==> src/rtl/vx_barrier_ctl_pkg.sv <==
// Shared GPU barrier types and width helpers for the barrier controller slice.
package vx_barrier_ctl_pkg;

  localparam int DEF_NUM_WARPS    = 4;
  localparam int DEF_NUM_BARRIERS = 4;

  // Index width for n entries, never narrower than one bit.
  function automatic int clog2_up(input int n);
    return (n > 1) ? $clog2(n) : 1;
  endfunction

  // UP(): a width of at least one bit.
  function automatic int up_bits(input int w);
    return (w > 0) ? w : 1;
  endfunction

endpackage

==> src/rtl/vx_barrier_ctl_if.sv <==
// Barrier arrival / release bundle between the GPU issue unit and the barrier controller.
interface vx_barrier_ctl_if #(
  parameter int NUM_WARPS    = 4,
  parameter int NUM_BARRIERS = 4
);
  import vx_barrier_ctl_pkg::*;

  localparam int NW_BITS = clog2_up(NUM_WARPS);
  localparam int NB_BITS = clog2_up(NUM_BARRIERS);
  localparam int SZ_BITS = up_bits(NW_BITS);

  // Handshake: barrier_valid is a one-cycle arrival with no ready; the
  // controller accepts every arrival. release_valid is a one-cycle pulse
  // with release_mask qualified by it (zero otherwise).
  logic                 barrier_valid;
  logic [NW_BITS-1:0]   barrier_wid;
  logic [NB_BITS-1:0]   barrier_id;
  logic [SZ_BITS-1:0]   barrier_size_m1;
  logic [NUM_WARPS-1:0] stalled_mask;
  logic                 release_valid;
  logic [NUM_WARPS-1:0] release_mask;
  logic [31:0]          perf_releases;

  modport master (
    output barrier_valid, barrier_wid, barrier_id, barrier_size_m1,
    input  stalled_mask, release_valid, release_mask, perf_releases
  );

  modport slave (
    input  barrier_valid, barrier_wid, barrier_id, barrier_size_m1,
    output stalled_mask, release_valid, release_mask, perf_releases
  );

endinterface

==> src/rtl/vx_barrier_ctl_slot.sv <==
// One barrier ID: arrival mask, arrival counter and completion compare.
module vx_barrier_ctl_slot #(
  parameter int NUM_WARPS = 4,
  parameter int NW_BITS   = 2,
  parameter int SZ_BITS   = 2
) (
  input  logic                 clk,
  input  logic                 reset,
  input  logic                 sel,
  input  logic [NW_BITS-1:0]   wid,
  input  logic [SZ_BITS-1:0]   size_m1,
  output logic                 hit,
  output logic [NUM_WARPS-1:0] wmask,
  output logic [NUM_WARPS-1:0] wmask_nxt,
  output logic [NUM_WARPS-1:0] rel_mask
);

  logic [SZ_BITS-1:0]   cnt;
  logic [SZ_BITS-1:0]   cnt_nxt;
  logic [NUM_WARPS-1:0] wid_oh;

  assign wid_oh   = {{(NUM_WARPS-1){1'b0}}, 1'b1} << wid;
  // Completion compares against this request's size; no size is stored.
  assign hit      = sel && (cnt == size_m1);
  assign rel_mask = wmask | wid_oh;

  always_comb begin
    wmask_nxt = wmask;
    cnt_nxt   = cnt;
    if (sel) begin
      if (hit) begin
        wmask_nxt = '0;
        cnt_nxt   = '0;
      end else begin
        wmask_nxt = wmask | wid_oh;
        cnt_nxt   = cnt + SZ_BITS'(1);
      end
    end
  end

  always_ff @(posedge clk) begin
    if (reset) begin
      wmask <= '0;
      cnt   <= '0;
    end else begin
      wmask <= wmask_nxt;
      cnt   <= cnt_nxt;
    end
  end

endmodule

==> src/rtl/vx_barrier_ctl.sv <==
// Warp barrier controller: per-ID slots, ORed stall mask, registered release pulse.
module vx_barrier_ctl
  import vx_barrier_ctl_pkg::*;
#(
  parameter int NUM_WARPS    = DEF_NUM_WARPS,
  parameter int NUM_BARRIERS = DEF_NUM_BARRIERS
) (
  input  logic             clk,
  input  logic             reset,
  vx_barrier_ctl_if.slave  bus
);

  localparam int NW_BITS = clog2_up(NUM_WARPS);
  localparam int NB_BITS = clog2_up(NUM_BARRIERS);
  localparam int SZ_BITS = up_bits(NW_BITS);

  logic [NUM_WARPS-1:0]    wid_oh;
  logic [NUM_WARPS-1:0]    wmask_all;
  logic                    dup;
  logic                    accept;
  logic [NUM_BARRIERS-1:0] slot_sel;
  logic [NUM_BARRIERS-1:0] slot_hit;
  logic [NUM_WARPS-1:0]    slot_wmask     [NUM_BARRIERS];
  logic [NUM_WARPS-1:0]    slot_wmask_nxt [NUM_BARRIERS];
  logic [NUM_WARPS-1:0]    slot_rel       [NUM_BARRIERS];
  logic                    any_hit;
  logic [NUM_WARPS-1:0]    rel_mux;
  logic [NUM_WARPS-1:0]    stall_nxt;

  assign wid_oh = {{(NUM_WARPS-1){1'b0}}, 1'b1} << bus.barrier_wid;
  // A warp already waiting anywhere cannot arrive again; drop it untouched.
  assign dup    = |(wmask_all & wid_oh);
  assign accept = bus.barrier_valid && !dup;

  for (genvar b = 0; b < NUM_BARRIERS; b++) begin : g_slot
    assign slot_sel[b] = accept && (bus.barrier_id == NB_BITS'(b));

    vx_barrier_ctl_slot #(
      .NUM_WARPS (NUM_WARPS),
      .NW_BITS   (NW_BITS),
      .SZ_BITS   (SZ_BITS)
    ) u_slot (
      .clk       (clk),
      .reset     (reset),
      .sel       (slot_sel[b]),
      .wid       (bus.barrier_wid),
      .size_m1   (bus.barrier_size_m1),
      .hit       (slot_hit[b]),
      .wmask     (slot_wmask[b]),
      .wmask_nxt (slot_wmask_nxt[b]),
      .rel_mask  (slot_rel[b])
    );
  end

  always_comb begin
    wmask_all = '0;
    stall_nxt = '0;
    rel_mux   = '0;
    any_hit   = 1'b0;
    for (int b = 0; b < NUM_BARRIERS; b++) begin
      wmask_all = wmask_all | slot_wmask[b];
      stall_nxt = stall_nxt | slot_wmask_nxt[b];
      if (slot_hit[b]) begin
        any_hit = 1'b1;
        rel_mux = rel_mux | slot_rel[b];
      end
    end
  end

  // Outputs are registered copies of the post-update state.
  always_ff @(posedge clk) begin
    if (reset) begin
      bus.stalled_mask  <= '0;
      bus.release_valid <= 1'b0;
      bus.release_mask  <= '0;
      bus.perf_releases <= '0;
    end else begin
      bus.stalled_mask  <= stall_nxt;
      bus.release_valid <= any_hit;
      bus.release_mask  <= any_hit ? rel_mux : '0;
      if (any_hit) begin
        bus.perf_releases <= bus.perf_releases + 32'd1;
      end
    end
  end

`ifndef SYNTHESIS
  always @(posedge clk) begin
    if (!reset && bus.barrier_valid) begin
      assert (!dup)
        else $warning("vx_barrier_ctl: duplicate arrival from warp %0d ignored", bus.barrier_wid);
      assert (int'(bus.barrier_size_m1) <= NUM_WARPS - 1)
        else $warning("vx_barrier_ctl: size_m1 %0d exceeds warp count", bus.barrier_size_m1);
    end
  end
`endif

endmodule
==> src/flat_wrapper.sv <==
// flat-port wrapper written by rule: the top's interface ports become plain ports
module vx_barrier_ctl_flat import vx_barrier_ctl_pkg::*;
#(
  parameter int NUM_WARPS    = DEF_NUM_WARPS,
  parameter int NUM_BARRIERS = DEF_NUM_BARRIERS
)
  (clk, reset, bus_barrier_valid, bus_barrier_wid, bus_barrier_id, bus_barrier_size_m1, bus_stalled_mask, bus_release_valid, bus_release_mask, bus_perf_releases);
  vx_barrier_ctl_if #(.NUM_WARPS(NUM_WARPS), .NUM_BARRIERS(NUM_BARRIERS)) bus_i ();
  input  logic clk;
  input  logic reset;
  input wire logic [$bits(bus_i.barrier_valid)-1:0] bus_barrier_valid;
  input wire logic [$bits(bus_i.barrier_wid)-1:0] bus_barrier_wid;
  input wire logic [$bits(bus_i.barrier_id)-1:0] bus_barrier_id;
  input wire logic [$bits(bus_i.barrier_size_m1)-1:0] bus_barrier_size_m1;
  output wire logic [$bits(bus_i.stalled_mask)-1:0] bus_stalled_mask;
  output wire logic [$bits(bus_i.release_valid)-1:0] bus_release_valid;
  output wire logic [$bits(bus_i.release_mask)-1:0] bus_release_mask;
  output wire logic [$bits(bus_i.perf_releases)-1:0] bus_perf_releases;
  assign bus_i.barrier_valid = bus_barrier_valid;
  assign bus_i.barrier_wid = bus_barrier_wid;
  assign bus_i.barrier_id = bus_barrier_id;
  assign bus_i.barrier_size_m1 = bus_barrier_size_m1;
  assign bus_stalled_mask = bus_i.stalled_mask;
  assign bus_release_valid = bus_i.release_valid;
  assign bus_release_mask = bus_i.release_mask;
  assign bus_perf_releases = bus_i.perf_releases;
  vx_barrier_ctl #(.NUM_WARPS(NUM_WARPS), .NUM_BARRIERS(NUM_BARRIERS)) u_core (.clk(clk), .reset(reset), .bus(bus_i));
endmodule
==> config.mk <==
export PLATFORM = sky130hd
export DESIGN_NAME = vx_barrier_ctl_flat
export DESIGN_NICKNAME = d
export VERILOG_FILES = /design/src/rtl/vx_barrier_ctl_pkg.sv /design/src/rtl/vx_barrier_ctl_if.sv /design/src/rtl/vx_barrier_ctl_slot.sv /design/src/rtl/vx_barrier_ctl.sv /design/src/flat_wrapper.sv
export SDC_FILE = /design/constraint.sdc
export NUM_CORES = 1
export LEC_CHECK = 0
export ABC_AREA = 1
export BUFFER_PORTS_ARGS = -buffer_cell sky130_fd_sc_hd__buf_2
export CAP_MARGIN = 20
export CELL_PAD_IN_SITES_DETAIL_PLACEMENT = 1
export CELL_PAD_IN_SITES_GLOBAL_PLACEMENT = 1
export CORE_ASPECT_RATIO = 0.6
export CORE_UTILIZATION = 40
export DETAILED_ROUTE_END_ITERATION = 12
export GPL_TIMING_DRIVEN = 0
export MAX_ROUTING_LAYER = met4
export PLACE_DENSITY_LB_ADDON = 0.1
export SYNTH_ARGS = -nofsm -noshare
export SYNTH_HDL_FRONTEND = slang
export SYNTH_HIERARCHICAL = 1
export SYNTH_SLANG_ARGS = --single-unit
==> constraint.sdc <==
create_clock -name clk -period 2.95 [get_ports clk]
set_input_delay 0.59 -clock clk [delete_from_list [all_inputs] [get_ports clk]]
set_output_delay 0.59 -clock clk [all_outputs]
set_load 0.01 [all_outputs]
==> flow_metrics.tcl <==
set metrics [dict create \
    postSynthCellCount 562 \
    yosysMostFrequentCell "nand2_1" \
    crit_buf_inv 6 \
    placementRows 26 \
    path_clk_slew_ns 0.05 \
    cp.depth 19 \
    drive_above_1_share_pct 19.7 \
    startpoint "bus_barrier_wid[0]" \
    drt_wl_total_um 12000 \
    initial_core_util_pct 42.1 \
    p_per_area_mw_per_mm2 487 \
    reg2reg_to "u_core/bus.perf_releases[11]" \
    required_ns 3.14 \
    status "completed" \
    reg2reg_slack_ns 0.25 \
    r2r-start "u_core/g_slot[1].u_slot/wmask[1]" \
    clock_latency_ns 0.33 \
    synth-edff-count 0 \
    gr-total-overflow 0 \
    syn-num-nets 572 \
    final_cell_area_sq_mm 0.00441 \
    yosys-top-cells-area "dfxtp_1 (36%), nand2_1 (14%), nor2_1 (12%)" \
    drv_cap 0 \
    synth_area_leader_cell "dfxtp_1" \
    cts.sinks 65 \
    maxSlewHeadroom_pct 51.9 \
    finalSetupViolCount 0 \
    grt_max_degree 21 \
    r2r_cells 18 \
    detailed_place_hpwl_um 9470 \
    cp_common_cell "nor2_1" \
    cts_tree "built" \
    crit_arrival_ns 2.94 \
    critPathSlowestCell "nor2_2" \
    place_congestion 0.865 \
    hold_ws_ns 0.506 \
    critPathCaptureType "flip-flop" \
    ant_nets 0 \
    port_buffers 49 \
    n_antenna_cell 0 \
    path_delay_family "simple AND/OR/NAND/NOR gates" \
    timing.critical_path.to "u_core/bus.perf_releases[11]" \
    clock-skew-final_ns 0.00802 \
    synth-seq-cells 65 \
    critPathLaunchType "input port" \
    drt_iter0_markers 199 \
    syn_area_sq_mm 0.00366 \
    post-route-util_pct 50.8 \
    cp_cell_sequence "buf_4 > inv_1 > nor2_1 > o21ai_0 > nand3_1 > nor2_4 > nand2_2 > nor2_4 > inv_2 > a21oi_2 > nand3_2 > inv_4 > nor2_1 > nand2_4 > buf_6 > inv_2 > nor2_2 > xnor2_1 > nor2_1" \
    grtUsageTotal_pct 27.5 \
    io_pins 50 \
    layout_worst_path_cycle_share_pct 93.2 \
    setup_tns_ns 0 \
    synthDistinctLibCells 33 \
    fmax_mhz 364 \
    nNetsFinal 636 \
    critPathMaxStageDelay_ns 0.19 \
    die_y_um 76.1 \
    grt_pass1_wl_um 19500 \
    yosysTopAreaCellShare_pct 35.6 \
    ir_drop_mv 0.299 \
    viasPerCell 5.07 \
    tightest_slew_ns 0.721 \
    finalHoldViolCount 0 \
    slew_violations 0 \
    fill_cells 1158 \
    cts_inserted_buffers 9 \
    clk_path_buf_depth 2 \
    die-area_sq_mm 0.00954 \
    synth.avg_cell_area_sq_um 6.51 \
    path_class "input port to flip-flop" \
    ys.flop_type "dfxtp_1" \
    post_dp_cell_area_sq_mm 0.00404 \
    power_leakage_uw 0.00189 \
    drc 0 \
    firstDrtPassIters 7 \
    core-area_sq_mm 0.00869 \
    period_minus_slack_ns 2.75 \
    h-tree-depth 3 \
    syn_to_final_growth_pct 20.6 \
    avgRoutedWirePerCell_um 16.2 \
    hold_path_class "flip-flop to flip-flop" \
    postCtsHoldBufs 0 \
    vias 3757 \
    yosysWarnings 6 \
    root_buffer "clkbuf_16" \
    first_global_vias 3738 \
    synthArstFlopShare_pct 0 \
    ys_top_cells_by_count "nand2_1 (137), nor2_1 (113), inv_1 (90)" \
    ys_seq_area_share_pct 35.6 \
    die_w_um 125 \
    crit_path_max_fanout 19 \
    grt_antenna_before_repair 0 \
]
## timing repair
item,4_1_cts,5_1_grt
setup buffers,0,4
gates resized for setup,6,11
pin swaps,0,3
hold endpoints to repair,0,0
setup endpoints to repair,22,33
## cells in the final DEF (no fill, tap or decap), types with 2 or more instances in the layout
cell type and instances:
a21oi_1 15, a21oi_2 4, a31oi_1 4, a41oi_1 4
buf_2 48, buf_4 6, buf_6 2, clkbuf_16 9
clkinv_2 3, dfxtp_1 65, inv_1 90, inv_2 8
inv_4 3, nand2_1 135, nand2_2 9, nand3_1 23
nand3_2 6, nand3_4 3, nand3b_1 7, nand4_1 2
nor2_1 108, nor2_2 6, nor2_4 13, nor3_1 3
nor4_1 4, o21ai_0 19, o21bai_1 4, xnor2_1 8
xor2_1 8
## metal layers
metal | track usage, % | part of all wire (%) | vias up
met3 | 7.51 | 5.8 | 5
met4 | 6.59 | 0.48 | 0
li1 | - | - | 1843
met5 | - | 0 | -
met2 | 37.6 | 41 | 85
met1 | 39.5 | 53 | 1824
## worst register-to-register path, cell delays in order, from the launching register on
cell	delay, ns
dfxtp_1	0.31
nor2_1	0.10
nand2_1	0.05
o21ai_0	0.17
nand3_1	0.14
nor2_4	0.16
nand2_2	0.12
nor2_4	0.18
inv_2	0.10
a21oi_2	0.12
nand3_2	0.12
inv_4	0.14
nor2_1	0.08
nand2_4	0.13
buf_6	0.18
inv_2	0.08
nor2_2	0.19
xnor2_1	0.14
nor2_1	0.06
## through the flow
stage | instances | power, uW | setup slack [ns]
after floorplan | 562 | 1040 | 0.551
after global placement | 723 | 1090 | -0.348
after detailed placement | 723 | 1100 | -0.471
after CTS | 737 | 2150 | 0.0632
after global routing | 741 | 2220 | -0.0118
final | 741 | 2150 | 0.202
## final cells by class
cell class	instances	area [sq um]	share of cell area (%)
buffer	5	35.0	0.794
clock buffer	10	239	5.42
clock inverter	4	45.0	1.02
inverter	101	387	8.77
multi-input combinational	391	1980	45.0
sequential	65	1300	29.5
tap	112	140	3.18
timing repair buffer	53	280	6.35
## logic make-up after synthesis
family	after synthesis	share of synthesized area, %
XOR/XNOR	16	3.83
AND/OR/NAND/NOR	323	40.7
adder cells (fa/ha/maj)	1	0.342
flip-flops	65	35.6
AO/OA/AOI/OAI	51	8.21
buffers and inverters	106	11.3
## worst min-delay path by stage
stage	cells after the start	to	slack [ns]	from
after floorplan	2	u_core/g_slot[1].u_slot/wmask[0]	0.47	u_core/g_slot[1].u_slot/wmask[0]
after global placement	1	u_core/bus.perf_releases[14]	0.48	u_core/bus.perf_releases[14]
after detailed placement	1	u_core/bus.perf_releases[13]	0.49	u_core/bus.perf_releases[13]
after CTS	1	u_core/bus.perf_releases[14]	0.50	u_core/bus.perf_releases[14]
after global routing	1	u_core/bus.perf_releases[14]	0.55	u_core/bus.perf_releases[14]
final	1	u_core/bus.perf_releases[14]	0.51	u_core/bus.perf_releases[14]
## sequential cells by signal (all words and copies together), names as in the netlist
signal                      flops
u_core/g_slot.u_slot/wmask     16
u_core/bus.release_mask         4
u_core/bus.release_valid        1
u_core/bus.stalled_mask         4
u_core/bus.perf_releases       32
u_core/g_slot.u_slot/cnt        8
## power breakdown
part           switching (uW)  total [uW]  internal, uW  leakage [uW]
sequential               12.3         908           895      0.000525
clock                     383        1050           662      0.000144
combinational             133         195          61.6       0.00123
No activity file was read; power rests on OpenSTA's default activity.
